File: config.mk
export PLATFORM = sky130hd
export DESIGN_NAME = gerenciador_de_ataque_n
export DESIGN_NICKNAME = d
export VERILOG_FILES = /design/src/rtl/gerenciador_pkg.sv /design/src/rtl/contador_de_bits.sv /design/src/rtl/gerenciador_de_ataque_n.sv
export SDC_FILE = /design/constraint.sdc
export NUM_CORES = 1
export LEC_CHECK = 0
export BUFFER_PORTS_ARGS = -buffer_cell sky130_fd_sc_hd__buf_2
export CORE_UTILIZATION = 55
export CTS_BUF_LIST = sky130_fd_sc_hd__clkbuf_4 sky130_fd_sc_hd__clkbuf_8
export DETAILED_ROUTE_END_ITERATION = 10
export GPL_TIMING_DRIVEN = 0
export PLACE_DENSITY = 0.81
export SYNTH_ARGS = -nofsm -noshare
export SYNTH_HDL_FRONTEND = slang
export SYNTH_SLANG_ARGS = --single-unit
File: constraint.sdc
create_clock -name clk -period 12.35 [get_ports clk]
set_input_delay 1.235 -clock clk [delete_from_list [all_inputs] [get_ports clk]]
set_output_delay 1.235 -clock clk [all_outputs]
set_load 0.1 [all_outputs]
File: src/rtl/gerenciador_pkg.sv
// Shared definitions for the battleship attack manager: state encoding,
// LED status codes ({R,G,B}) and default grid dimensions.
package gerenciador_pkg;

  typedef enum logic [1:0] {
    OCIOSO  = 2'd0,
    JOGANDO = 2'd1,
    VITORIA = 2'd2,
    DERROTA = 2'd3
  } estado_t;

  // LED codes packed as {R, G, B}
  localparam logic [2:0] LED_OFF     = 3'b000;
  localparam logic [2:0] LED_MISS    = 3'b100;
  localparam logic [2:0] LED_HIT     = 3'b010;
  localparam logic [2:0] LED_REPEAT  = 3'b001;
  localparam logic [2:0] LED_INVALID = 3'b101;

  localparam int COLS_DEF = 5;
  localparam int ROWS_DEF = 7;

endpackage

File: src/rtl/contador_de_bits.sv
// Combinational population count of an N-bit vector.
module contador_de_bits #(
  parameter int N  = 35,
  parameter int OW = $clog2(N + 1)
) (
  input  logic [N-1:0]  bits_i,
  output logic [OW-1:0] count_o
);

  always_comb begin
    count_o = '0;
    for (int i = 0; i < N; i++) begin
      count_o = count_o + OW'(bits_i[i]);
    end
  end

endmodule

File: src/rtl/gerenciador_de_ataque_n.sv
// Attack manager: edge-detects fire requests, classifies each shot against
// the ship map, tracks revealed hits and counters, and decides win/loss.
module gerenciador_de_ataque_n
  import gerenciador_pkg::*;
#(
  parameter int COLS      = COLS_DEF,
  parameter int ROWS      = ROWS_DEF,
  parameter int MAX_TIROS = 20,
  parameter int CW        = 3,
  parameter int SW        = 6
) (
  input  logic                 clk,
  input  logic                 reset,
  input  logic                 enable,
  input  logic                 confirmar,
  input  logic [CW-1:0]        coordColuna,
  input  logic [CW-1:0]        coordLinha,
  input  logic [COLS*ROWS-1:0] mapa,
  output logic [COLS*ROWS-1:0] matriz,
  output logic                 LED_R,
  output logic                 LED_G,
  output logic                 LED_B,
  output logic [SW-1:0]        tiros,
  output logic [SW-1:0]        acertos,
  output logic                 vitoria,
  output logic                 derrota,
  output estado_t              estado_o
);

  localparam int NC = COLS * ROWS;
  localparam int IW = (NC > 1) ? $clog2(NC) : 1;
  localparam int PW = $clog2(NC + 1);
  localparam logic [CW:0] COLS_LIM = (CW + 1)'(COLS);
  localparam logic [CW:0] ROWS_LIM = (CW + 1)'(ROWS);

  estado_t        estado_q, estado_d;
  logic [NC-1:0]  matriz_q, matriz_d;
  logic [SW-1:0]  tiros_q, tiros_d;
  logic [SW-1:0]  acertos_q, acertos_d;
  logic [2:0]     led_q, led_d;
  logic           confirmar_q;

  logic           disparo;
  logic           no_alcance;
  logic [IW-1:0]  idx;
  logic [PW-1:0]  total_navios;

  contador_de_bits #(.N(NC), .OW(PW)) u_popcount (
    .bits_i  (mapa),
    .count_o (total_navios)
  );

  assign disparo    = (estado_q == JOGANDO) && confirmar && !confirmar_q;
  assign no_alcance = ({1'b0, coordColuna} < COLS_LIM) && ({1'b0, coordLinha} < ROWS_LIM);

  // Index is only formed once the coordinates are known to be on the grid.
  always_comb begin
    idx = '0;
    if (no_alcance) begin
      idx = IW'(32'(coordColuna) * ROWS + 32'(coordLinha));
    end
  end

  always_comb begin
    estado_d  = estado_q;
    matriz_d  = matriz_q;
    tiros_d   = tiros_q;
    acertos_d = acertos_q;
    led_d     = led_q;
    if (!enable) begin
      estado_d  = OCIOSO;
      matriz_d  = '0;
      tiros_d   = '0;
      acertos_d = '0;
      led_d     = LED_OFF;
    end else begin
      case (estado_q)
        OCIOSO:  estado_d = JOGANDO;
        JOGANDO: begin
          if (disparo) begin
            if (!no_alcance) begin
              led_d = LED_INVALID;
            end else if (matriz_q[idx]) begin
              led_d = LED_REPEAT;
            end else if (mapa[idx]) begin
              matriz_d[idx] = 1'b1;
              led_d         = LED_HIT;
              tiros_d       = (tiros_q == '1) ? tiros_q : tiros_q + 1'b1;
              acertos_d     = (acertos_q == '1) ? acertos_q : acertos_q + 1'b1;
            end else begin
              led_d   = LED_MISS;
              tiros_d = (tiros_q == '1) ? tiros_q : tiros_q + 1'b1;
            end
            // Win is checked first so a final hit on the last allowed shot wins.
            if ((total_navios != '0) && (32'(acertos_d) == 32'(total_navios))) begin
              estado_d = VITORIA;
            end else if (32'(tiros_d) == 32'(MAX_TIROS)) begin
              estado_d = DERROTA;
            end
          end
        end
        default: estado_d = estado_q;
      endcase
    end
  end

  always_ff @(posedge clk) begin
    if (reset) begin
      estado_q    <= OCIOSO;
      matriz_q    <= '0;
      tiros_q     <= '0;
      acertos_q   <= '0;
      led_q       <= LED_OFF;
      confirmar_q <= 1'b1;
    end else begin
      estado_q    <= estado_d;
      matriz_q    <= matriz_d;
      tiros_q     <= tiros_d;
      acertos_q   <= acertos_d;
      led_q       <= led_d;
      confirmar_q <= confirmar;
    end
  end

  assign matriz   = matriz_q;
  assign tiros    = tiros_q;
  assign acertos  = acertos_q;
  assign LED_R    = led_q[2];
  assign LED_G    = led_q[1];
  assign LED_B    = led_q[0];
  assign vitoria  = (estado_q == VITORIA);
  assign derrota  = (estado_q == DERROTA);
  assign estado_o = estado_q;

endmodule
# ---- After elaboration in Yosys (flattened, before gate mapping)
# Index checks and enable logic that the tools add are counted.
dict set report totals {
  wordCells 100
  out_inout_bits 54
  ff_bits 53
  inputBits 45
}
dict set report op_classes {
  n_reduce_logical 13
  bitwise_logic 3
  mul 1
  add_sub_neg 37
  n_mux 27
  magnitude_cmp 4
  n_eq_ne 9
}
# operator n
set ops {}
lappend ops {{$add A6 B1 Y6} 33}
lappend ops {{$mux W6} 14}
lappend ops {{$or A35 B35 Y35} 1}
lappend ops {{$add A6 B1 Y6 const B} 2}
lappend ops {{$bmux W1 S6} 2}
lappend ops {{$eq A6 B6 Y1 const B} 2}
lappend ops {{$mux W3} 3}
lappend ops {{$lt A6 B7 Y1 const B} 1}
lappend ops {{$add A6 B3 Y6} 1}
lappend ops {{$demux W1 S6} 1}
lappend ops {{$eq A6 B5 Y1 const B} 1}
lappend ops {{$eq A6 B6 Y1} 1}
lappend ops {{$ge A6 B1 Y1 const B} 1}
lappend ops {{$lt A3 B3 Y1 const B} 2}
lappend ops {{$mul A3 B3 Y6 const B} 1}
lappend ops {{$mux W2} 3}
lappend ops {{$reduce_bool A6 Y1} 1}
lappend ops {{$logic_and A1 B1 Y1} 5}
lappend ops {{$reduce_and A5 Y1} 1}
lappend ops {{$eq A2 B2 Y1 const B} 2}
lappend ops {{$pmux W2 S2} 1}
lappend ops {{$mux W1} 3}
lappend ops {{$ne A3 B1 Y1 const B} 1}
lappend ops {{$reduce_and A3 Y1} 1}
lappend ops {{other kinds (9)} 10}

# ---- Longest topological paths before layout
dict set report logic_depth {
  ltp_word 39
  mapped_depth 23
  ltp_nobuf 23
}

# ---- Modules after synthesis
# Synthesis repeated with hierarchy kept, for this count alone.
dict set report hier_totals {
  cells_unflattened 538
  area_unflattened_um2 4551.9
}
# mod n_inst area_per_inst_um2 seq_area_each_um2 cells_each
set modules_own_cells {}
lappend modules_own_cells {gerenciador_de_ataque_n 1 3628.5 1061.0 434}
lappend modules_own_cells {contador_de_bits 1 923.4 0.0 104}

# ---- Worst setup path after synthesis
# No wires, ideal clock.
dict set report synth_path {
  path_kind {input -> register}
  start {input port mapa[0]}
  end {register estado_q[0] (netlist: estado_o[0])}
  setup_ns 0.087
  path_slack_ns 5.719
  path_stages 21
  arrival_ns 6.543
  n_path_buf 0
  cell_sequence {ha_1 inv_1 fa_1 inv_1 fa_1 fa_1 fa_1 fa_1 inv_1 fa_1 inv_1 ha_1 fa_1 a21o_1 a21oi_1 xnor2_1 or4_1 o31ai_1 a2111oi_2 nand4_1 nor3b_1}
}
dict set report synth_between {
  elab_chain_cells 39
  elab_cells_between_ends 50
  classes_between {add/sub (34); eq/ne (2); mux (11); reduce/logical (3)}
}
# element line_no
set synth_rtl {}
lappend synth_rtl {{from (decl)} gerenciador_de_ataque_n.sv:18} ;# input logic [COLS*ROWS-1:0] mapa,
lappend synth_rtl {{$add A1 B1 Y2} contador_de_bits.sv:13} ;# count_o = count_o + OW'(bits_i[i]);
lappend synth_rtl {{$add A6 B1 Y6 (33 in series)} contador_de_bits.sv:13}
lappend synth_rtl {{$eq A6 B6 Y1 or $reduce_bool A6 Y1 (tied branches)} gerenciador_de_ataque_n.sv:95} ;# if ((total_navios != '0) && (32'(acertos_d) == 32'(total_navios))) begin
lappend synth_rtl {{$logic_and A1 B1 Y1 *} gerenciador_de_ataque_n.sv:95}
lappend synth_rtl {{$mux W2} gerenciador_de_ataque_n.sv:95}
lappend synth_rtl {{$mux W2} gerenciador_de_ataque_n.sv:80} ;# if (disparo) begin
lappend synth_rtl {{$pmux W2 S2} gerenciador_de_ataque_n.sv:77} ;# case (estado_q)
lappend synth_rtl {{to (signal assigned)} gerenciador_de_ataque_n.sv:116} ;# estado_q <= estado_d;
lappend synth_rtl {{to (decl)} gerenciador_de_ataque_n.sv:36} ;# estado_t estado_q, estado_d;
# Mark *: on every way between the ends. The rest lies on a longest branch, timed or not. The select of a mux whose other input is x is not followed.
# A chain may end at the register's enable or synchronous reset.

# ---- Worst setup path in the final report
# Ends and elaborated chain as after synthesis.

==> results list <==
* Maximum root-to-sink buffer count: 2
- Clock tree from TritonCTS: done
- Final Max Slew Viols: 0
* Count of endpoints failing setup in the final report: 0
* Final routed DRC violation total: 0
- Layout cells sized above 1: 22.9%
- In this run the mean area of a mapped cell was 8.53 um2.
- Most common cell after layout, fill and taps aside: sky130_fd_sc_hd__buf_2
- The number of nets in the synthesized netlist is approximately 610.
- At the worst endpoint, the arrival time is about 7.1 ns.
* Post-layout min period: 6.89 ns
- PortBufs: approximately 100
* Maximum resistive drop on vdd: 0.000202 V
* Total of max-cap violations: 0
- The pre-antenna-repair detailed-routing pass consisted of 5 iterations.
- Asr flop ratio synth: 0%
- The congestion estimate from routability-driven global placement came to about 0.97.
- Die width: roughly 91 um
* Num CTS Buffers: 5
* Number of enable-type register cells in the synthesized netlist: 0
* GR Layer Usage met2: slightly below 50%
- For the final routed database, the setup TNS stands at 0 ns.
- Unrepaired setup endpoints after global routing: no
- For the final database, setup skew stands at roughly 0.0096 ns.
* Final cycle utilization of the critical path: between 50% and 60%
- The number of hold-slack violations in the final timing report is 0.
- Cells resized by post-CTS repair: 0
- In the routed layout, each cell is associated on average with a via count of about 5.8.
- Wires add up to 11500 um.
- Summing the sequential cell areas from Yosys gives between 20% and 30% of the chip area.
- Post-layout net count: 717
* Clock-pin slew on the worst setup and hold paths: ~0.090 ns
- Number of rows in the core area: 32
- Startpoint-to-endpoint class of the critical path: input pin to flip-flop
- Most used flip-flop cell after synthesis: sky130_fd_sc_hd__dfxtp_1
* Maximum fanout along the worst path: 3
- The detailed router placed 4175 vias in this run.
- Critical Path End Type: flip-flop
- For the pin with the worst max-slew slack, the measured transition is ~0.93 ns.
* Overall power of the completed layout: around 1 mW
- Areal power density over the cells: 195 mW/mm2
- CP Data Required Time: 12.57 ns
- The core region is 0.00773 mm2.
- In this run the cell area measured after placement is 0.00501 mm2.
- Number of top-level pins: 99
- The first global-routing pass estimated between 15000 and 20000 um of wire.
- Headroom to the max-slew limit: between 30% and 40%
* Vias in the first global route: between 4000 and 5000
- Number of cells produced by synthesis: 515
- The filler cells instantiated in the layout total 665.
- In this run the clock root is driven by a sky130_fd_sc_hd__clkbuf_8.
* Total setup buffers inserted after CTS: 0
* Number of hold buffers added after CTS: 0
* Depth of the CTS H-tree: 2
- Entering global routing, the biggest net connects 16 pins.
- Syn Std Cell Area: roughly 0.0044 mm2
* Number of nets still failing antenna checks after routing: 0
* Starting density of the core: around 57%
- Leaving out fill and tap cells, the most frequent cells in the layout are 103 x sky130_fd_sc_hd__buf_2, 68 x sky130_fd_sc_hd__inv_1, 64 x sky130_fd_sc_hd__nor2_1.
* Met3 Usage GRT: 3.27%
* Remaining global-route overflow: 0
- Sink count of the clock tree: 53
- In this run, the number of DRC markers left after iteration 0 of detailed routing was 268.
* ANT cells: 0
* Final HPWL DP: 9210 um
- Area growth syn-to-layout: 16.1%
- Run status: finished, final reports clean
- Startpoint type of the worst setup path: input pin
- The die covers 0.00835 mm2.
- After detailed routing, the average wire length per cell comes to roughly 16 um.
* Number of different library cells in the post-synthesis netlist: 69
* Worst setup margin: approximately 5.5 ns
- Core occupancy in the finished layout: between 60% and 70%
- The number of antenna violations at the first check in global routing came to 0.
- During synthesis, Yosys emitted a total of 0 warnings.
* Hold crit path type: flip-flop to flip-flop
- The global routing stage identified its most utilized layer as met2.
* Highest clock rate: between 100 and 150 MHz
* Flip-flop and latch count after synthesis: 53
- With fillers left out, the area of the finished cells amounts to roughly 0.005 mm2.
- At the later pin of the worst-skew pair, clock insertion delay measures ~0.31 ns.
- The die is roughly 91 um tall.
- For met1 alone, demand over resource in global routing was between 30 and 40%.
- Standby leakage power: 2.36 nW
* Combined global-route utilization of all metal layers: roughly 29%
- Timing analysis after detailed placement gives a worst setup slack of 5.15 ns.
worst paths after layout:
| kind | slack [ns] | startpoint | end | cells after the start |
|---|---|---|---|---|
| max | 5.46 | mapa[0] | estado_o[0] | 22 |
| min | 0.46 | led_q[1] | led_q[1] | 2 |
| max reg2reg | 9.12 | matriz[11] | matriz[13] | 10 |
| min reg2reg | 0.46 | led_q[1] | led_q[1] | 2 |
layer usage:
layer  vias to the layer above  part of all wire [%]
met5                         -                     0
met4                         0                   2.5
met3                        30                   6.9
met2                       206                    49
met1                      1954                    42
li1                       1985                     -
flip-flops by register name (all words and copies together), names as in the netlist:
register,cells
matriz,35
tiros,6
acertos,6
estado_o,2
led_q,3
confirmar_q,1
synth_stat cells (4+ instances only):
cell type	count	share of area, %
sky130_fd_sc_hd__a211oi_1	7	1.2
sky130_fd_sc_hd__and2_1	4	0.57
sky130_fd_sc_hd__xor2_1	9	1.8
sky130_fd_sc_hd__or2_2	5	0.71
sky130_fd_sc_hd__nor4_4	4	1.9
sky130_fd_sc_hd__or3_1	4	0.57
sky130_fd_sc_hd__a21o_1	4	0.68
sky130_fd_sc_hd__and3_1	8	1.1
sky130_fd_sc_hd__inv_1	68	5.8
sky130_fd_sc_hd__nand2b_1	7	1.0
sky130_fd_sc_hd__buf_2	5	0.57
sky130_fd_sc_hd__ha_1	21	6.0
sky130_fd_sc_hd__dfxtp_1	53	24
sky130_fd_sc_hd__nand3_1	15	1.7
sky130_fd_sc_hd__a21oi_1	56	6.4
sky130_fd_sc_hd__nand2_1	23	2.0
sky130_fd_sc_hd__nor2b_1	6	0.85
sky130_fd_sc_hd__xnor2_1	8	1.6
sky130_fd_sc_hd__nor3_1	8	0.91
sky130_fd_sc_hd__fa_1	31	14
sky130_fd_sc_hd__clkbuf_1	10	0.85
sky130_fd_sc_hd__mux2i_1	15	3.4
sky130_fd_sc_hd__o22ai_1	5	0.71
sky130_fd_sc_hd__nor4_1	4	0.57
sky130_fd_sc_hd__nor2_1	64	5.5
through the flow:
stage                     cells  hold slack, ns
after detailed placement    715           0.451
final                       723           0.464
after global routing        723           0.484
after global placement      715           0.454
after floorplan             515           0.654
after CTS                   723           0.467
worst max-delay path, stage by stage:
cell and delay, ns:
sky130_fd_sc_hd__buf_2 0.12, sky130_fd_sc_hd__ha_1 0.27, sky130_fd_sc_hd__inv_1 0.05, sky130_fd_sc_hd__fa_1 0.48
sky130_fd_sc_hd__inv_1 0.06, sky130_fd_sc_hd__fa_1 0.53, sky130_fd_sc_hd__fa_1 0.44, sky130_fd_sc_hd__fa_1 0.50
sky130_fd_sc_hd__fa_1 0.56, sky130_fd_sc_hd__inv_1 0.06, sky130_fd_sc_hd__fa_1 0.48, sky130_fd_sc_hd__inv_1 0.05
sky130_fd_sc_hd__ha_1 0.20, sky130_fd_sc_hd__fa_1 0.41, sky130_fd_sc_hd__a21o_1 0.18, sky130_fd_sc_hd__a21oi_1 0.25
sky130_fd_sc_hd__xnor2_1 0.15, sky130_fd_sc_hd__or4_1 0.42, sky130_fd_sc_hd__o31ai_1 0.28, sky130_fd_sc_hd__a2111oi_2 0.08
sky130_fd_sc_hd__nand4_1 0.13, sky130_fd_sc_hd__nor3b_1 0.20
cells by family after synthesis:
group	after synthesis	share of synthesized area (%)
AOI/OAI and AO/OA	115	18.0
buffers and inverters	90	8.34
adders and majority gates	52	20.1
DFF	53	24.1
muxes	22	5.98
and+or+nand+nor	166	20.1
xor gates and xnor gates	17	3.39
where the power goes:
part / switching, mW / internal [mW] / total (mW)
clock: 0.0551 / 0.0446 / 0.0997
combinational: 0.432 / 0.294 / 0.725
sequential: 0.000559 / 0.171 / 0.172
layout make-up:
type / instances / area, um2 / area share [%]
multi-input cells: 372 / 2970 / 58.1
flip-flops and latches: 53 / 1060 / 20.8
repair buffers: 98 / 490 / 9.61
inverters: 68 / 255 / 5.00
well taps: 102 / 128 / 2.50
plain buffers: 22 / 111 / 2.18
clock buffers: 7 / 83.8 / 1.64
clock inverters: 1 / 7.51 / 0.147
No activity file was read; power rests on OpenSTA's default activity.
